--- config.mk ---
export PLATFORM = sky130hd
export DESIGN_NAME = mbf_interpolate
export DESIGN_NICKNAME = d
export VERILOG_FILES = /design/src/rtl/mbf_interpolate.sv
export SDC_FILE = /design/constraint.sdc
export NUM_CORES = 1
export LEC_CHECK = 0
export CAP_MARGIN = 20
export CELL_PAD_IN_SITES_DETAIL_PLACEMENT = 0
export CELL_PAD_IN_SITES_GLOBAL_PLACEMENT = 1
export CORE_MARGIN = 2
export CORE_UTILIZATION = 49
export DETAILED_ROUTE_END_ITERATION = 12
export HOLD_SLACK_MARGIN = 0.08
export PLACE_DENSITY = 0.9
export SLEW_MARGIN = 0
export SYNTH_ARGS = -nofsm -noshare
export SYNTH_HDL_FRONTEND = slang
export SYNTH_SLANG_ARGS = --single-unit
--- constraint.sdc ---
create_clock -name CLK -period 8.65 [get_ports CLK]
set_input_delay 1.73 -clock CLK [delete_from_list [all_inputs] [get_ports CLK]]
set_output_delay 1.73 -clock CLK [all_outputs]
set_load 0.1 [all_outputs]
--- src/rtl/mbf_interpolate.sv ---
// mbf_interpolate
//   Multichannel TDM interpolator (upsampler) for the DUC path. One frame is
//   one sample per channel. Frames are collected into a double-buffered
//   register bank. Each frame is then replayed as L phases x N channels,
//   either zero-stuffed (only phase 0 carries data) or sample-held.
//
// Ports
//   CLK, nRST        clock, asynchronous active-low reset
//   isConfig         configuration request; Data_Config_In is latched one
//                    cycle later
//   isConfigDone     one-cycle pulse once the new configuration is active
//   Data_Config_In   [7:0] interpolation factor L (0 is treated as 1),
//                    [8] mode (0 zero-stuff, 1 hold)
//   Data_In*         input sample stream (valid/ready, channel index)
//   Data_Out*        output sample stream (valid/ready, channel index,
//                    Last on phase L-1 / channel N-1)
//   Sync_Err         one-cycle pulse after an input with an unexpected
//                    channel index has been accepted
//
// state | meaning
// RUN   | normal operation, both sides may move
// LOAD  | latch L/mode, flush banks, pointers and output register
// DONE  | isConfigDone pulse, both sides stalled
module mbf_interpolate #(
  parameter int DATA_WIDTH            = 24,
  parameter int MBF_MAX_CHANNELS      = 2,
  parameter int MBF_IF_DEFAULT        = 2,
  parameter int MBF_CONFIG_DATA_WIDTH = 16
) (
  input  logic                             CLK,
  input  logic                             nRST,
  input  logic                             isConfig,
  output logic                             isConfigDone,
  input  logic [MBF_CONFIG_DATA_WIDTH-1:0] Data_Config_In,
  input  logic [DATA_WIDTH-1:0]            Data_In,
  input  logic                             Data_In_Valid,
  input  logic [3:0]                       Data_In_ChIdx,
  output logic                             Data_In_Ready,
  output logic [DATA_WIDTH-1:0]            Data_Out,
  output logic                             Data_Out_Valid,
  output logic [3:0]                       Data_Out_ChIdx,
  output logic                             Data_Out_Last,
  input  logic                             Data_Out_Ready,
  output logic                             Sync_Err
);

  localparam int         CHW     = (MBF_MAX_CHANNELS > 1) ? $clog2(MBF_MAX_CHANNELS) : 1;
  localparam logic [3:0] LAST_CH = 4'(MBF_MAX_CHANNELS - 1);
  localparam logic [7:0] L_RESET = (MBF_IF_DEFAULT == 0) ? 8'd1 : 8'(MBF_IF_DEFAULT);

  typedef enum logic [1:0] {
    ST_RUN  = 2'd0,
    ST_LOAD = 2'd1,
    ST_DONE = 2'd2
  } state_t;

  state_t state, state_nxt;

  logic [DATA_WIDTH-1:0] mem [0:1][0:MBF_MAX_CHANNELS-1];
  logic [1:0]            bank_full;
  logic                  wr_bank;
  logic                  rd_bank;
  logic [3:0]            wr_ch;
  logic [3:0]            rd_ch;
  logic [7:0]            phase;
  logic [7:0]            l_cur;
  logic                  mode_hold;
  logic                  out_valid;

  logic                  in_accept;
  logic                  ch_match;
  logic                  wr_en;
  logic                  wr_done;
  logic                  out_load;
  logic                  rd_avail;
  logic                  rd_frame_end;
  logic                  rd_free;
  logic [7:0]            l_last;
  logic [7:0]            cfg_l;
  logic                  unused_cfg;

  // Only [8:0] of the configuration word carries meaning.
  assign unused_cfg = ^Data_Config_In;
  assign cfg_l      = Data_Config_In[7:0];

  // ---------------------------------------------------------------- FSM
  always_ff @(posedge CLK or negedge nRST) begin
    if (!nRST) state <= ST_RUN;
    else       state <= state_nxt;
  end

  always_comb begin
    state_nxt      = state;
    isConfigDone   = 1'b0;
    Data_In_Ready  = 1'b0;
    Data_Out_Valid = 1'b0;
    case (state)
      ST_RUN: begin
        Data_In_Ready  = ~bank_full[wr_bank];
        Data_Out_Valid = out_valid;
        if (isConfig) state_nxt = ST_LOAD;
      end
      ST_LOAD: state_nxt = ST_DONE;
      ST_DONE: begin
        isConfigDone = 1'b1;
        state_nxt    = ST_RUN;
      end
      default: state_nxt = ST_RUN;
    endcase
  end

  always_ff @(posedge CLK or negedge nRST) begin
    if (!nRST) begin
      l_cur     <= L_RESET;
      mode_hold <= 1'b0;
    end else if (state == ST_LOAD) begin
      l_cur     <= (cfg_l == 8'd0) ? 8'd1 : cfg_l;
      mode_hold <= Data_Config_In[8];
    end
  end

  // ---------------------------------------------------------- write side
  assign in_accept = Data_In_Valid & Data_In_Ready;
  assign ch_match  = (Data_In_ChIdx == wr_ch);
  // A stray channel 0 restarts the frame, so it is still written (at index 0).
  assign wr_en     = in_accept & (ch_match | (Data_In_ChIdx == 4'd0));
  assign wr_done   = in_accept &
                     ((ch_match & (wr_ch == LAST_CH)) |
                      (~ch_match & (Data_In_ChIdx == 4'd0) & (LAST_CH == 4'd0)));

  always_ff @(posedge CLK) begin
    if (wr_en) mem[wr_bank][Data_In_ChIdx[CHW-1:0]] <= Data_In;
  end

  always_ff @(posedge CLK or negedge nRST) begin
    if (!nRST) begin
      wr_ch    <= 4'd0;
      wr_bank  <= 1'b0;
      Sync_Err <= 1'b0;
    end else begin
      Sync_Err <= 1'b0;
      if (state == ST_LOAD) begin
        wr_ch   <= 4'd0;
        wr_bank <= 1'b0;
      end else if (in_accept) begin
        Sync_Err <= ~ch_match;
        if (wr_done) begin
          wr_ch   <= 4'd0;
          wr_bank <= ~wr_bank;
        end else if (ch_match) begin
          wr_ch <= wr_ch + 4'd1;
        end else if (Data_In_ChIdx == 4'd0) begin
          wr_ch <= 4'd1;
        end else begin
          wr_ch <= 4'd0;
        end
      end
    end
  end

  // ----------------------------------------------------------- read side
  assign l_last       = l_cur - 8'd1;
  assign out_load     = ~out_valid | Data_Out_Ready;
  assign rd_avail     = (state == ST_RUN) & bank_full[rd_bank];
  assign rd_frame_end = (phase == l_last) & (rd_ch == LAST_CH);
  assign rd_free      = out_load & rd_avail & rd_frame_end;

  // The write side only completes a non-full bank and the read side only
  // frees a full one, so the two updates never target the same bit.
  always_ff @(posedge CLK or negedge nRST) begin
    if (!nRST) begin
      bank_full <= 2'b00;
    end else if (state == ST_LOAD) begin
      bank_full <= 2'b00;
    end else begin
      if (rd_free) bank_full[rd_bank] <= 1'b0;
      if (wr_done) bank_full[wr_bank] <= 1'b1;
    end
  end

  always_ff @(posedge CLK or negedge nRST) begin
    if (!nRST) begin
      out_valid      <= 1'b0;
      Data_Out       <= '0;
      Data_Out_ChIdx <= 4'd0;
      Data_Out_Last  <= 1'b0;
      rd_ch          <= 4'd0;
      phase          <= 8'd0;
      rd_bank        <= 1'b0;
    end else if (state == ST_LOAD) begin
      out_valid     <= 1'b0;
      Data_Out_Last <= 1'b0;
      rd_ch         <= 4'd0;
      phase         <= 8'd0;
      rd_bank       <= 1'b0;
    end else if (out_load) begin
      if (rd_avail) begin
        out_valid      <= 1'b1;
        Data_Out       <= ((phase == 8'd0) || mode_hold) ? mem[rd_bank][rd_ch[CHW-1:0]] : '0;
        Data_Out_ChIdx <= rd_ch;
        Data_Out_Last  <= rd_frame_end;
        if (rd_ch == LAST_CH) begin
          rd_ch <= 4'd0;
          if (phase == l_last) begin
            phase   <= 8'd0;
            rd_bank <= ~rd_bank;
          end else begin
            phase <= phase + 8'd1;
          end
        end else begin
          rd_ch <= rd_ch + 4'd1;
        end
      end else begin
        out_valid     <= 1'b0;
        Data_Out_Last <= 1'b0;
      end
    end
  end

endmodule

==> flow_summary.yaml <==
floorplan:
  placementRows: 42
  coreArea_um2: 13100
  die_w_um: 120
  io_pins: 82
  initial_utilization: 0.498
  die_h_um: 120
  die_area_um2: 14300
worst_setup_path:
  r2r_end: "bank_full[1]$_DFF_PN0_"
  worstSetupStartpointType: "flop"
  path_class: "reg2out"
  worstRegToRegCells: 6
  r2r_slack_ns: 5.74
  r2r-start: "rd_bank$_DFFE_PN0P_"
  setup.worst_path.end_class: "primary output"
  cp_data_required_time_ns: 6.92
  endpoint: "Data_In_Ready"
  crit_fanout: 9
  worstPathArrival_ns: 2.58
  worstSetupStartpoint: "wr_bank$_DFFE_PN0P_"
route:
  dr.pass1.iters: 4
  route.detailed.drc: 0
  num_vias: 4021
  ant_nets: 0
  viasPerCell: 5.39
  first_iter_violations: 204
  detail_route.wl_per_cell_um: 17.3
  routed_wl_um: 12900
global_routing:
  overflow: 0
  grt_pass1_vias: 4135
  grt_start_max_net_pins: 63
  antenna_found_initial: 0
  grt_pass1_wl_um: 21000
  track_usage: 0.195
sta:
  fin_setup_tns_ns: 0
  whs_ns: 0.487
  hold_viol: 0
  slew_headroom: 0.348
  fin_worst_skew_ns: 0.0111
  fmax_mhz: 232
  setup_viol: 0
  rsz0062_at_grt: "false"
  period_needed_ns: 4.31
  slew_violations: 0
  worst_pin_slew_ns: 0.975
  setup_ws_ns: 4.34
  timing.final.crit_share: 0.499
clock_network:
  cts-buffers-inserted: 17
  hold_buffers: 0
  clk_pin_slew_ns: 0.06
  cts_resized: 0
  cts_tree: "yes"
  clock_latency_ns: 0.42
  ctsHtreeMaxLevel: 4
  cts_sinks: 158
  root_buffer: "clkbuf_16"
  clk_path_buf_depth: 2
  cts_setup_buffers: 0
power_and_ir_drop:
  switching_power_mw: 0.583
  p_leak_nw: 3.07
  pwr-share-seq: 0.447
  p_per_area_nw_per_um2: 243
  p_sw_frac: 0.297
  vdd_ir_drop_max_uv: 207
  p_int_mw: 1.38
  p_comb_frac: 0.180
  power.total_mw: 1.96
  p_clk_frac: 0.372
yosys:
  synth_ff_type: "edfxtp_1"
  yosys_register_bits: 158
  synth.most_common_cell: "edfxtp_1"
  synth_edf_count: 96
  synth_top_area_share: 0.440
  synthDistinctLibCells: 48
  ys_warn_count: 0
  synthArstFlopShare: 0.392
  ys_seq_area_frac: 0.677
  netlist_instances: 476
  ys_top_cells_by_count: "edfxtp_1, nand2_1, dfrtp_1"
  syn_area_per_cell_um2: 13.8
  syn_nets: 532
  synth_area_leader_cell: "edfxtp_1"
  ys_top_cells_by_area: "edfxtp_1, dfrtp_1, mux4_2"
  synth_area_um2: 6550
placed_design:
  pre_cts_ws_ns: 4.62
  place.gp.congestion: 0.807
  hpwl_um: 8020
  port_buffers: 74
run:
  maxCapViolCount: 0
hold_path:
  hold_path.class: "reg2reg"
cells_and_area:
  diodes: 0
  fillers: 1009
  fin_util: 0.615
  final_nets: 613
  drive_above_1_share: 0.132
  syn_to_final_growth_pct: 23.4
run_status:
  status: "finished clean"
worst min-delay path by stage:
stage,from,endpoint,slack (ns),depth (start not counted)
2_1_floorplan,mode_hold$_DFFE_PN0P_,mode_hold$_DFFE_PN0P_,0.45,2
3_3_place_gp,Data_Out_ChIdx[3]$_DFFE_PN0P_,Data_Out_ChIdx[3]$_DFFE_PN0P_,0.46,2
3_5_place_dp,Data_Out[10]$_DFFE_PN0P_,Data_Out[10]$_DFFE_PN0P_,0.48,2
4_1_cts,Data_Out[21]$_DFFE_PN0P_,Data_Out[21]$_DFFE_PN0P_,0.50,2
5_1_grt,Data_Out[21]$_DFFE_PN0P_,Data_Out[21]$_DFFE_PN0P_,0.51,2
6_report,Data_Out_ChIdx[3]$_DFFE_PN0P_,Data_Out_ChIdx[3]$_DFFE_PN0P_,0.49,2
per-layer routing:
metal | vias up | global-route usage | wire [um]
met2 | 110 | 0.328 | 6660
met5 | - | 0 | 0
met1 | 2016 | 0.235 | 5200
li1 | 1879 | - | -
met3 | 16 | 0.0651 | 847
met4 | 0 | 0.0706 | 176
cell type report:
cell class / instances / area (um2) / share of cell area
clock buffers: 22 / 454 / 0.0562
inverters: 31 / 116 / 0.0144
well taps: 176 / 220 / 0.0273
repair buffers: 81 / 796 / 0.0985
clock inverters: 10 / 130 / 0.0161
flip-flops and latches: 158 / 4440 / 0.549
multi-input cells: 268 / 1930 / 0.238
critical path, cell delays in order, from the launching register on:
cell,delay (ns)
dfrtp_1,0.53
mux2i_1,0.32
and2_1,0.18
clkdlybuf4s50_1,1.13
sequential cells by signal, summed over array words and instances, names as in the netlist, 2 cells and up:
| register | count |
|---|---|
| Data_Out | 24 |
| Data_Out_ChIdx | 4 |
| bank_full | 2 |
| l_cur | 8 |
| mem | 96 |
| phase | 8 |
| rd_ch | 4 |
| state | 2 |
| wr_ch | 4 |
per-stage QoR:
step           area, um2  instances
2_1_floorplan       6550        476
3_3_place_gp        7480        713
3_5_place_dp        7480        713
4_1_cts             8070        745
5_1_grt             8080        746
6_report            8080        746
power by group through the flow:
stage	clock (mW)	sequential [mW]	combinational [mW]
2_1_floorplan	0	1.03	0.109
3_3_place_gp	0	0.891	0.347
3_5_place_dp	0	0.892	0.354
4_1_cts	0.742	0.879	0.356
5_1_grt	0.776	0.883	0.375
6_report	0.730	0.878	0.354
logic make-up after synthesis:
kind of cell | after synthesis | share of synthesized area
AO/OA/AOI/OAI | 59 | 0.0522
XOR/XNOR | 19 | 0.0254
adder cells (fa/ha/maj) | 7 | 0.0134
buffers and inverters | 50 | 0.0298
flip-flops | 158 | 0.677
multiplexers | 27 | 0.0873
AND/OR/NAND/NOR | 156 | 0.115
cells in the final DEF, fill, tap and decap left out, types with 4 or more instances in the layout:
master / synthesis / final
o21ai_0: 14 / 14
buf_4: 0 / 6
ha_1: 7 / 7
o21ai_1: 21 / 20
dfrtp_1: 61 / 60
mux4_2: 24 / 24
clkbuf_1: 12 / 4
and2_1: 6 / 6
nor3_1: 13 / 13
edfxtp_1: 96 / 96
clkbuf_16: 0 / 17
xnor2_1: 14 / 14
nand2b_1: 5 / 5
nand2_1: 75 / 75
clkdlybuf4s50_1: 0 / 73
nor2_1: 22 / 21
xor2_1: 5 / 5
a21oi_1: 11 / 11
inv_1: 30 / 30
nand3_1: 9 / 9
Note: power is estimated with default switching activity, not from simulation.
